`config.mk`:
```
export PLATFORM = sky130hd
export DESIGN_NAME = register_slice
export DESIGN_NICKNAME = d
export VERILOG_FILES = /design/src/rtl/register_slice_pkg.sv /design/src/rtl/register.sv /design/src/rtl/register_slice.sv
export SDC_FILE = /design/constraint.sdc
export NUM_CORES = 1
export LEC_CHECK = 0
export BUFFER_PORTS_ARGS = -buffer_cell sky130_fd_sc_hd__buf_2
export CAP_MARGIN = 20
export CORE_MARGIN = 5
export CORE_UTILIZATION = 53
export CTS_CLUSTER_SIZE = 12
export DETAILED_ROUTE_END_ITERATION = 8
export GPL_TIMING_DRIVEN = 0
export PLACE_DENSITY = 0.79
export SLEW_MARGIN = 20
export SYNTH_ARGS = -nofsm -noshare
export SYNTH_HDL_FRONTEND = slang
export SYNTH_SLANG_ARGS = --single-unit
```
`constraint.sdc`:
```
create_clock -name clk -period 2.25 [get_ports clk]
set_clock_uncertainty 0.05 [all_clocks]
set_input_delay 0.225 -clock clk [delete_from_list [all_inputs] [get_ports clk]]
set_output_delay 0.225 -clock clk [all_outputs]
set_load 0.02 [all_outputs]
```
`src/rtl/register_slice_pkg.sv`:
```
// Shared definitions for the two-entry stream register slice.
package register_slice_pkg;

    // Width of the occupancy count (0..2 held beats).
    localparam int unsigned SZ_OCC = 2;

    // The encoding doubles as the occupancy value.
    typedef enum logic [SZ_OCC-1:0] {
        EMPTY = 2'd0,
        ONE   = 2'd1,
        TWO   = 2'd2
    } slice_state_t;

endpackage

```
`src/rtl/register.sv`:
```
// Enable register with an asynchronous reset.
// RST_POS_EDGE selects an active-high reset (1) or an active-low reset (0).
module register #(
    parameter int unsigned          SZ_DATA      = 32,
    parameter bit                   RST_POS_EDGE = 1'b0,
    parameter logic [SZ_DATA-1:0]   RST_STATE    = '0
) (
    input  logic               clk,
    input  logic               rst,
    input  logic               en,
    input  logic [SZ_DATA-1:0] d,
    output logic [SZ_DATA-1:0] q
);

    if (RST_POS_EDGE) begin : g_rst_high
        // Load d when enabled; clear on an active-high reset.
        always_ff @(posedge clk or posedge rst) begin
            if (rst) begin
                q <= RST_STATE;
            end else if (en) begin
                q <= d;
            end
        end
    end else begin : g_rst_low
        // Load d when enabled; clear on an active-low reset.
        always_ff @(posedge clk or negedge rst) begin
            if (!rst) begin
                q <= RST_STATE;
            end else if (en) begin
                q <= d;
            end
        end
    end

endmodule

```
`src/rtl/register_slice.sv`:
```
// Two-entry valid/ready skid buffer. It registers m_valid, m_data and s_ready, so neither
// the forward nor the backward path passes combinationally through the slice.
module register_slice
    import register_slice_pkg::*;
#(
    parameter int unsigned        SZ_DATA   = 32,
    parameter logic [SZ_DATA-1:0] RST_STATE = '0
) (
    input  logic               clk,
    input  logic               rst,
    input  logic               flush,
    input  logic               s_valid,
    output logic               s_ready,
    input  logic [SZ_DATA-1:0] s_data,
    output logic               m_valid,
    input  logic               m_ready,
    output logic [SZ_DATA-1:0] m_data,
    output logic [SZ_OCC-1:0]  occupancy
);

    slice_state_t       state_q;
    slice_state_t       state_d;
    logic               s_ready_q;
    logic               beat_in;
    logic               beat_out;
    logic               load_main;
    logic               load_skid;
    logic [SZ_DATA-1:0] main_d;
    logic [SZ_DATA-1:0] main_q;
    logic [SZ_DATA-1:0] skid_q;

    assign beat_in  = s_valid & s_ready_q;
    assign beat_out = m_valid & m_ready;

    // State register. s_ready_q resets low and only rises at the first edge after release,
    // which also acts as the post-reset enable.
    always_ff @(posedge clk or negedge rst) begin
        if (!rst) begin
            state_q   <= EMPTY;
            s_ready_q <= 1'b0;
        end else begin
            state_q   <= state_d;
            s_ready_q <= (state_d != TWO);
        end
    end

    // Next state; flush overrides any accept or deliver on the same edge.
    always_comb begin
        state_d = state_q;
        if (flush) begin
            state_d = EMPTY;
        end else begin
            unique case (state_q)
                EMPTY:   if (beat_in) state_d = ONE;
                ONE: begin
                    if (beat_in && !beat_out) begin
                        state_d = TWO;
                    end else if (!beat_in && beat_out) begin
                        state_d = EMPTY;
                    end
                end
                TWO:     if (beat_out) state_d = ONE;
                default: state_d = EMPTY;
            endcase
        end
    end

    // Outputs and data-store load strobes.
    always_comb begin
        m_valid   = (state_q != EMPTY);
        occupancy = state_q;
        load_main = 1'b0;
        load_skid = 1'b0;
        main_d    = s_data;
        if (!flush) begin
            unique case (state_q)
                EMPTY:   load_main = beat_in;
                ONE: begin
                    load_main = beat_in & beat_out;
                    load_skid = beat_in & ~beat_out;
                end
                TWO: begin
                    load_main = beat_out;
                    main_d    = skid_q;
                end
                default: load_main = 1'b0;
            endcase
        end
    end

    assign s_ready = s_ready_q;
    assign m_data  = main_q;

    register #(
        .SZ_DATA      (SZ_DATA),
        .RST_POS_EDGE (1'b0),
        .RST_STATE    (RST_STATE)
    ) u_main (
        .clk (clk),
        .rst (rst),
        .en  (load_main),
        .d   (main_d),
        .q   (main_q)
    );

    register #(
        .SZ_DATA      (SZ_DATA),
        .RST_POS_EDGE (1'b0),
        .RST_STATE    (RST_STATE)
    ) u_skid (
        .clk (clk),
        .rst (rst),
        .en  (load_skid),
        .d   (s_data),
        .q   (skid_q)
    );

endmodule

```
==> Word level (Yosys, flattened, before mapping) <==
Index checks and enable logic that the tools add are counted.
{ "op_classes": {"muxes": 12, "bitwise_logic": 5, "n_eq_ne": 3, "reduce_logical": 6} }
{ "ops": {"columns": ["cell", "count"], "rows": [
  ["$mux W32", 2],
  ["$mux W2", 5],
  ["$pmux W2 S3", 1],
  ["$and A1 B1 Y1", 4],
  ["$mux W1", 3],
  ["$pmux W1 S3", 1],
  ["$eq A2 B1 Y1 const B", 1],
  ["$eq A2 B2 Y1 const B", 1],
  ["$logic_and A1 B1 Y1", 2],
  ["$logic_not A1 Y1", 2],
  ["$logic_not A2 Y1", 1],
  ["$ne A2 B2 Y1 const B", 1],
  ["$reduce_bool A2 Y1", 1],
  ["$not A1 Y1", 1]
]} }
{ "word_totals": {"word_cells": 30, "out_inout_bits": 36, "inputBits": 37, "regBits": 67} }

==> Longest topological paths before layout <==
{ "logic_depth": {"word_depth": 8, "ltp_mapped": 5, "ltp_nobuf": 4} }

==> Modules after synthesis <==
Synthesis repeated with hierarchy kept, for this count alone.
{ "unflattened": {"cells_unflattened": 190, "hier_area_um2": 3398.3} }
{ "by_module_without_submodules": {"columns": ["module", "cells_per_inst", "n_inst", "seq_area_each_um2", "area_each_um2"], "rows": [
  ["register", 68, 2, 800.8, 1345.0],
  ["register_slice", 54, 1, 75.1, 708.2]
]} }

==> Least setup slack after synthesis <==
OpenSTA, ideal clock, no wires.
{ "synth_timing": {"path_type": "reg-to-reg", "startpoint": "reg state_q[1] (netlist: occupancy[1])", "endpoint": "reg u_skid.q[10]", "required_ps": 2075, "path_slack_ps": 481, "stages_incl_launch_ff": 6, "arrival_ps": 1594, "period_less_slack_ps": 1769, "setup_time_ps": 125, "n_path_buf": 2, "cell_sequence": "dfrtp_1 nand4b_1 or3_1 buf_6 buf_12 mux2_4"} }
{ "synth_between": {"elab_chain_cells": 6, "word_cells_on_any_way": 7, "classes_between": "1 x eq/ne; 2 x mux; 3 x bitwise; 1 x reduce/logical"} }
{ "synth_lines": {"columns": ["element", "line", "rtl"], "rows": [
  ["start: declaration", "register_slice.sv:21", "slice_state_t state_q;"],
  ["start signal: assignment", "register_slice.sv:42", "state_q <= state_d;"],
  ["$reduce_bool A2 Y1", "register_slice.sv:70", "m_valid = (state_q != EMPTY);"],
  ["$and A1 B1 Y1", "register_slice.sv:33", "assign beat_out = m_valid & m_ready;"],
  ["$not A1 Y1", "register_slice.sv:80", "load_skid = beat_in & ~beat_out;"],
  ["$and A1 B1 Y1", "register_slice.sv:80", null],
  ["$mux W1 (*)", "register_slice.sv:76", "unique case (state_q)"],
  ["$mux W1 (*)", "register_slice.sv:75", "if (!flush) begin"],
  ["end signal: assignment", "register.sv:28", "q <= RST_STATE;"],
  ["end signal: assignment", "register.sv:30", "q <= d;"],
  ["end: declaration", "register.sv:12", "output logic [SZ_DATA-1:0] q"]
]} }
Mark *: on every way between the ends. The rest lies on a longest branch, timed or not.
A chain may end at the register's enable or synchronous reset.

==> Final worst setup path <==
{ "layout_timing": {"startpoint": "reg state_q[1] (netlist: occupancy[1])", "endpoint": "reg u_main.q[11]"} }
{ "layout_between": {"elab_chain_cells": 5, "word_cells_on_any_way": 10, "classes_between": "2 x eq/ne; 4 x mux; 2 x bitwise; 2 x reduce/logical"} }
{ "layout_lines": {"columns": ["element", "line", "rtl"], "rows": [
  ["$reduce_bool A2 Y1", "register_slice.sv:70", null],
  ["$and A1 B1 Y1", "register_slice.sv:33", null],
  ["$and A1 B1 Y1", "register_slice.sv:79", "load_main = beat_in & beat_out;"],
  ["$pmux W1 S3", "register_slice.sv:76", null],
  ["$mux W1", "register_slice.sv:75", null],
  ["end signal: assignment", "register.sv:28", null],
  ["end signal: assignment", "register.sv:30", null],
  ["end: declaration", "register.sv:12", null]
]} }
Parallel ways exist; a longest one is shown, timed or not.

==> reports/qor.yml <==
synthesis:
  ys_seq_area_frac: 0.5630
  synth.lib_cells_used.distinct: 23
  ys_ff_latch: 67
  syn_avg_cell_area_um2: 13.29
  post_synth_inst_count: 224
  synthFlopType: "sky130_fd_sc_hd__dfrtp_1"
  yosys_warning_total: 0
  syn-num-nets: 261
  netlist_area_mm2: 0.002978
  synth_enable_flop_cells: 0
  async_set_or_reset_register_ratio_after_synthesis: 1.000
sta:
  setup_viol_count_final: 0
  totalNegativeSetupSlack_ns: 0
  final.min_clock_period_ns: 1.916
  worst_pin_slew_ns: 0.5023
  rsz_0062_raised_after_global_routing: "no"
  max_freq_mhz: 521.8
  hold_fails_final_rpt: 0
  period_share: 0.8518
  slew_headroom: 0.6640
  slew_violations: 0
setup_path:
  worst_setup_path_end_kind: "register"
  worstPathMaxFanout: 10
  required_ns: 2.39
  critPathKind: "register to register"
  arrival_ns: 2.06
  startpoint_type: "register"
layout:
  finish.net_count: 346
  antenna_cells_inserted: 0
  stdcell_count: 385
  final_cell_area_mm2: 0.003674
  layout-area-overhead-vs-synth_pct: 23.36
  post_route_cells_drive_above_1_share: 0.4153
route:
  postRouteAntennaNets: 0
  routed_via_density: 5.171
  drt_drc_violations_left: 0
  wl_per_cell_um: 15.53
  routed_wl_um: 5979
  vias: 1991
  drt_iter0_markers: 31
  detail_route.first_pass.iterations: 4
global_route:
  overflow: 0
  globalRouteTotalUtil: 0.1800
  grt_first_pass_wirelength_um: 10210
  grt_max_degree: 37
  antenna_found_initial: 0
  grt_pass1_vias: 2166
die:
  core_region_area_mm2: 0.005473
  dieHeight_um: 84.96
  top_level_ports: 73
  starting_density_of_the_core: 0.5441
  std_cell_rows: 27
  dieArea_mm2: 0.007217
  die-width_um: 84.96
place:
  place.gp.congestion: 0.7439
  detailedPlacementHpwl_um: 4167
  numPortBuffers: 72
  placedCellCount: 369
  place_area_mm2: 0.003451
clocking:
  h_tree_lvls: 3
  worstSkewPairLatency_ns: 0.34
  ctsLongestPathBuffers: 2
  cts_tree: "built"
  clock-root-buffer: "sky130_fd_sc_hd__clkbuf_8"
  clk_transition_reported_paths_ns: 0.07
  clock_buffers_created_by_tritoncts: 9
  cts_repair_resize_count: 0
  clock_sinks: 67
hold_path:
  min_path_type: "input pin to register"
pwr:
  internal-power_w: 0.002556
  cellLeakagePower_nw: 2.001
  ir_worst_vdd_v: 0.0004780
  pwr-share-comb: 0.236
  power_density_mw_per_mm2: 966.9
  switching_part_of_the_total_power: 0.2803
  post-layout-total-power_w: 0.003552
  power_switching_w: 0.0009957
  seq_power_share: 0.468
  clock_power_share: 0.296
job:
  maxCapViolCount: 0
run_status:
  outcome: "finished, final reports clean"
==> power groups by stage <==
stage                     sequential [W]  clock [W]  combinational [W]
final                            0.00166    0.00105           0.000837
after global routing             0.00170    0.00113           0.000917
after CTS                        0.00166    0.00109           0.000851
after detailed placement         0.00168          0           0.000848
after global placement           0.00166          0           0.000822
after floorplan                  0.00180          0           0.000432
==> critical path, cell delays in order (launching register included) <==
cell	delay, ns
sky130_fd_sc_hd__dfrtp_1	0.44
sky130_fd_sc_hd__nand4b_1	0.21
sky130_fd_sc_hd__a31oi_2	0.48
sky130_fd_sc_hd__clkbuf_1	0.46
sky130_fd_sc_hd__a21oi_1	0.13
==> flip-flops by register name, indices dropped and copies added, names as in the netlist <==
signal / cells
u_skid.q: 32
u_main.q: 32
s_ready: 1
occupancy: 2
==> worst paths after layout <==
path	start	to	slack, ns	cells past startpoint
max in group asynchronous	rst	u_main.q[15]	1.30	3
setup reg to reg	occupancy[1]	u_main.q[11]	0.33	4
min in group asynchronous	rst	u_main.q[23]	0.32	2
setup / recovery	occupancy[1]	u_main.q[11]	0.33	4
hold / removal	flush	occupancy[0]	0.04	2
hold reg to reg	u_skid.q[0]	u_skid.q[0]	0.45	1
==> cells by family (layout without fill, tap and decap cells) <==
kind of cell,Yosys count,in the layout,share of synthesized area
DFF,67,67,0.5630
muxes,64,64,0.2664
and+or+nand+nor,42,42,0.06429
AOI/OAI and AO/OA,36,36,0.06555
buffers and inverters,15,104,0.04075
==> layout by cell type (no fill, tap or decap), types with 2 or more instances in the layout <==
cell / n
sky130_fd_sc_hd__mux2i_1: 32
sky130_fd_sc_hd__nand4b_1: 2
sky130_fd_sc_hd__nand3b_1: 2
sky130_fd_sc_hd__mux2_4: 30
sky130_fd_sc_hd__clkbuf_1: 4
sky130_fd_sc_hd__a21oi_1: 32
sky130_fd_sc_hd__clkbuf_8: 13
sky130_fd_sc_hd__nor2_1: 32
sky130_fd_sc_hd__buf_2: 78
sky130_fd_sc_hd__dfrtp_1: 67
sky130_fd_sc_hd__mux2_1: 2
sky130_fd_sc_hd__buf_12: 4
==> per-layer routing <==
layer,vias to the layer above,global-route usage,share of wire
li1,956,-,-
met1,977,0.2284,0.44
met2,51,0.2804,0.48
met3,7,0.07476,0.071
met4,0,0.05899,0.013
met5,-,0,0
==> cells in the mapped netlist (2+ instances only) <==
master                     instances  share of area
sky130_fd_sc_hd__a21oi_1          32          0.054
sky130_fd_sc_hd__nand3b_1          2         0.0050
sky130_fd_sc_hd__buf_2             7          0.012
sky130_fd_sc_hd__mux2_4           30           0.15
sky130_fd_sc_hd__nor2_1           32          0.040
sky130_fd_sc_hd__buf_12            3          0.020
sky130_fd_sc_hd__mux2_1            2         0.0076
sky130_fd_sc_hd__dfrtp_1          67           0.56
sky130_fd_sc_hd__mux2i_1          32           0.11
sky130_fd_sc_hd__clkbuf_1          3         0.0038
sky130_fd_sc_hd__nand4b_1          2         0.0059
==> stage by stage <==
| step | setup WS, ns | util | hold slack [ns] |
|---|---|---|---|
| finish | 0.3335 | 0.6712 | 0.03505 |
| global route | 0.1076 | 0.6712 | 0.01887 |
| CTS | 0.3194 | 0.6712 | 0.01912 |
| detailed placement | 0.3312 | 0.6305 | 0.1453 |
| global placement | 0.3551 | 0.6264 | 0.3914 |
| floorplan | 0.4806 | - | -0.1206 |
==> area by class of cell <==
cell class	instances	area, um2
inverters	1	3.754
well taps	72	90.09
clock inverters	1	30.03
multi-input cells	142	1180
flip-flops and latches	67	1677
fillers	430	1799
repair buffers	74	392.9
clock buffers	14	182.7
plain buffers	14	117.6
==> repair_timing <==
item | 4_1_cts | 5_1_grt
endpoints found under the hold margin | 31 | 0
setup buffers | 0 | 0
hold buffers | 1 | 0
No activity file was read; power rests on OpenSTA's default activity.
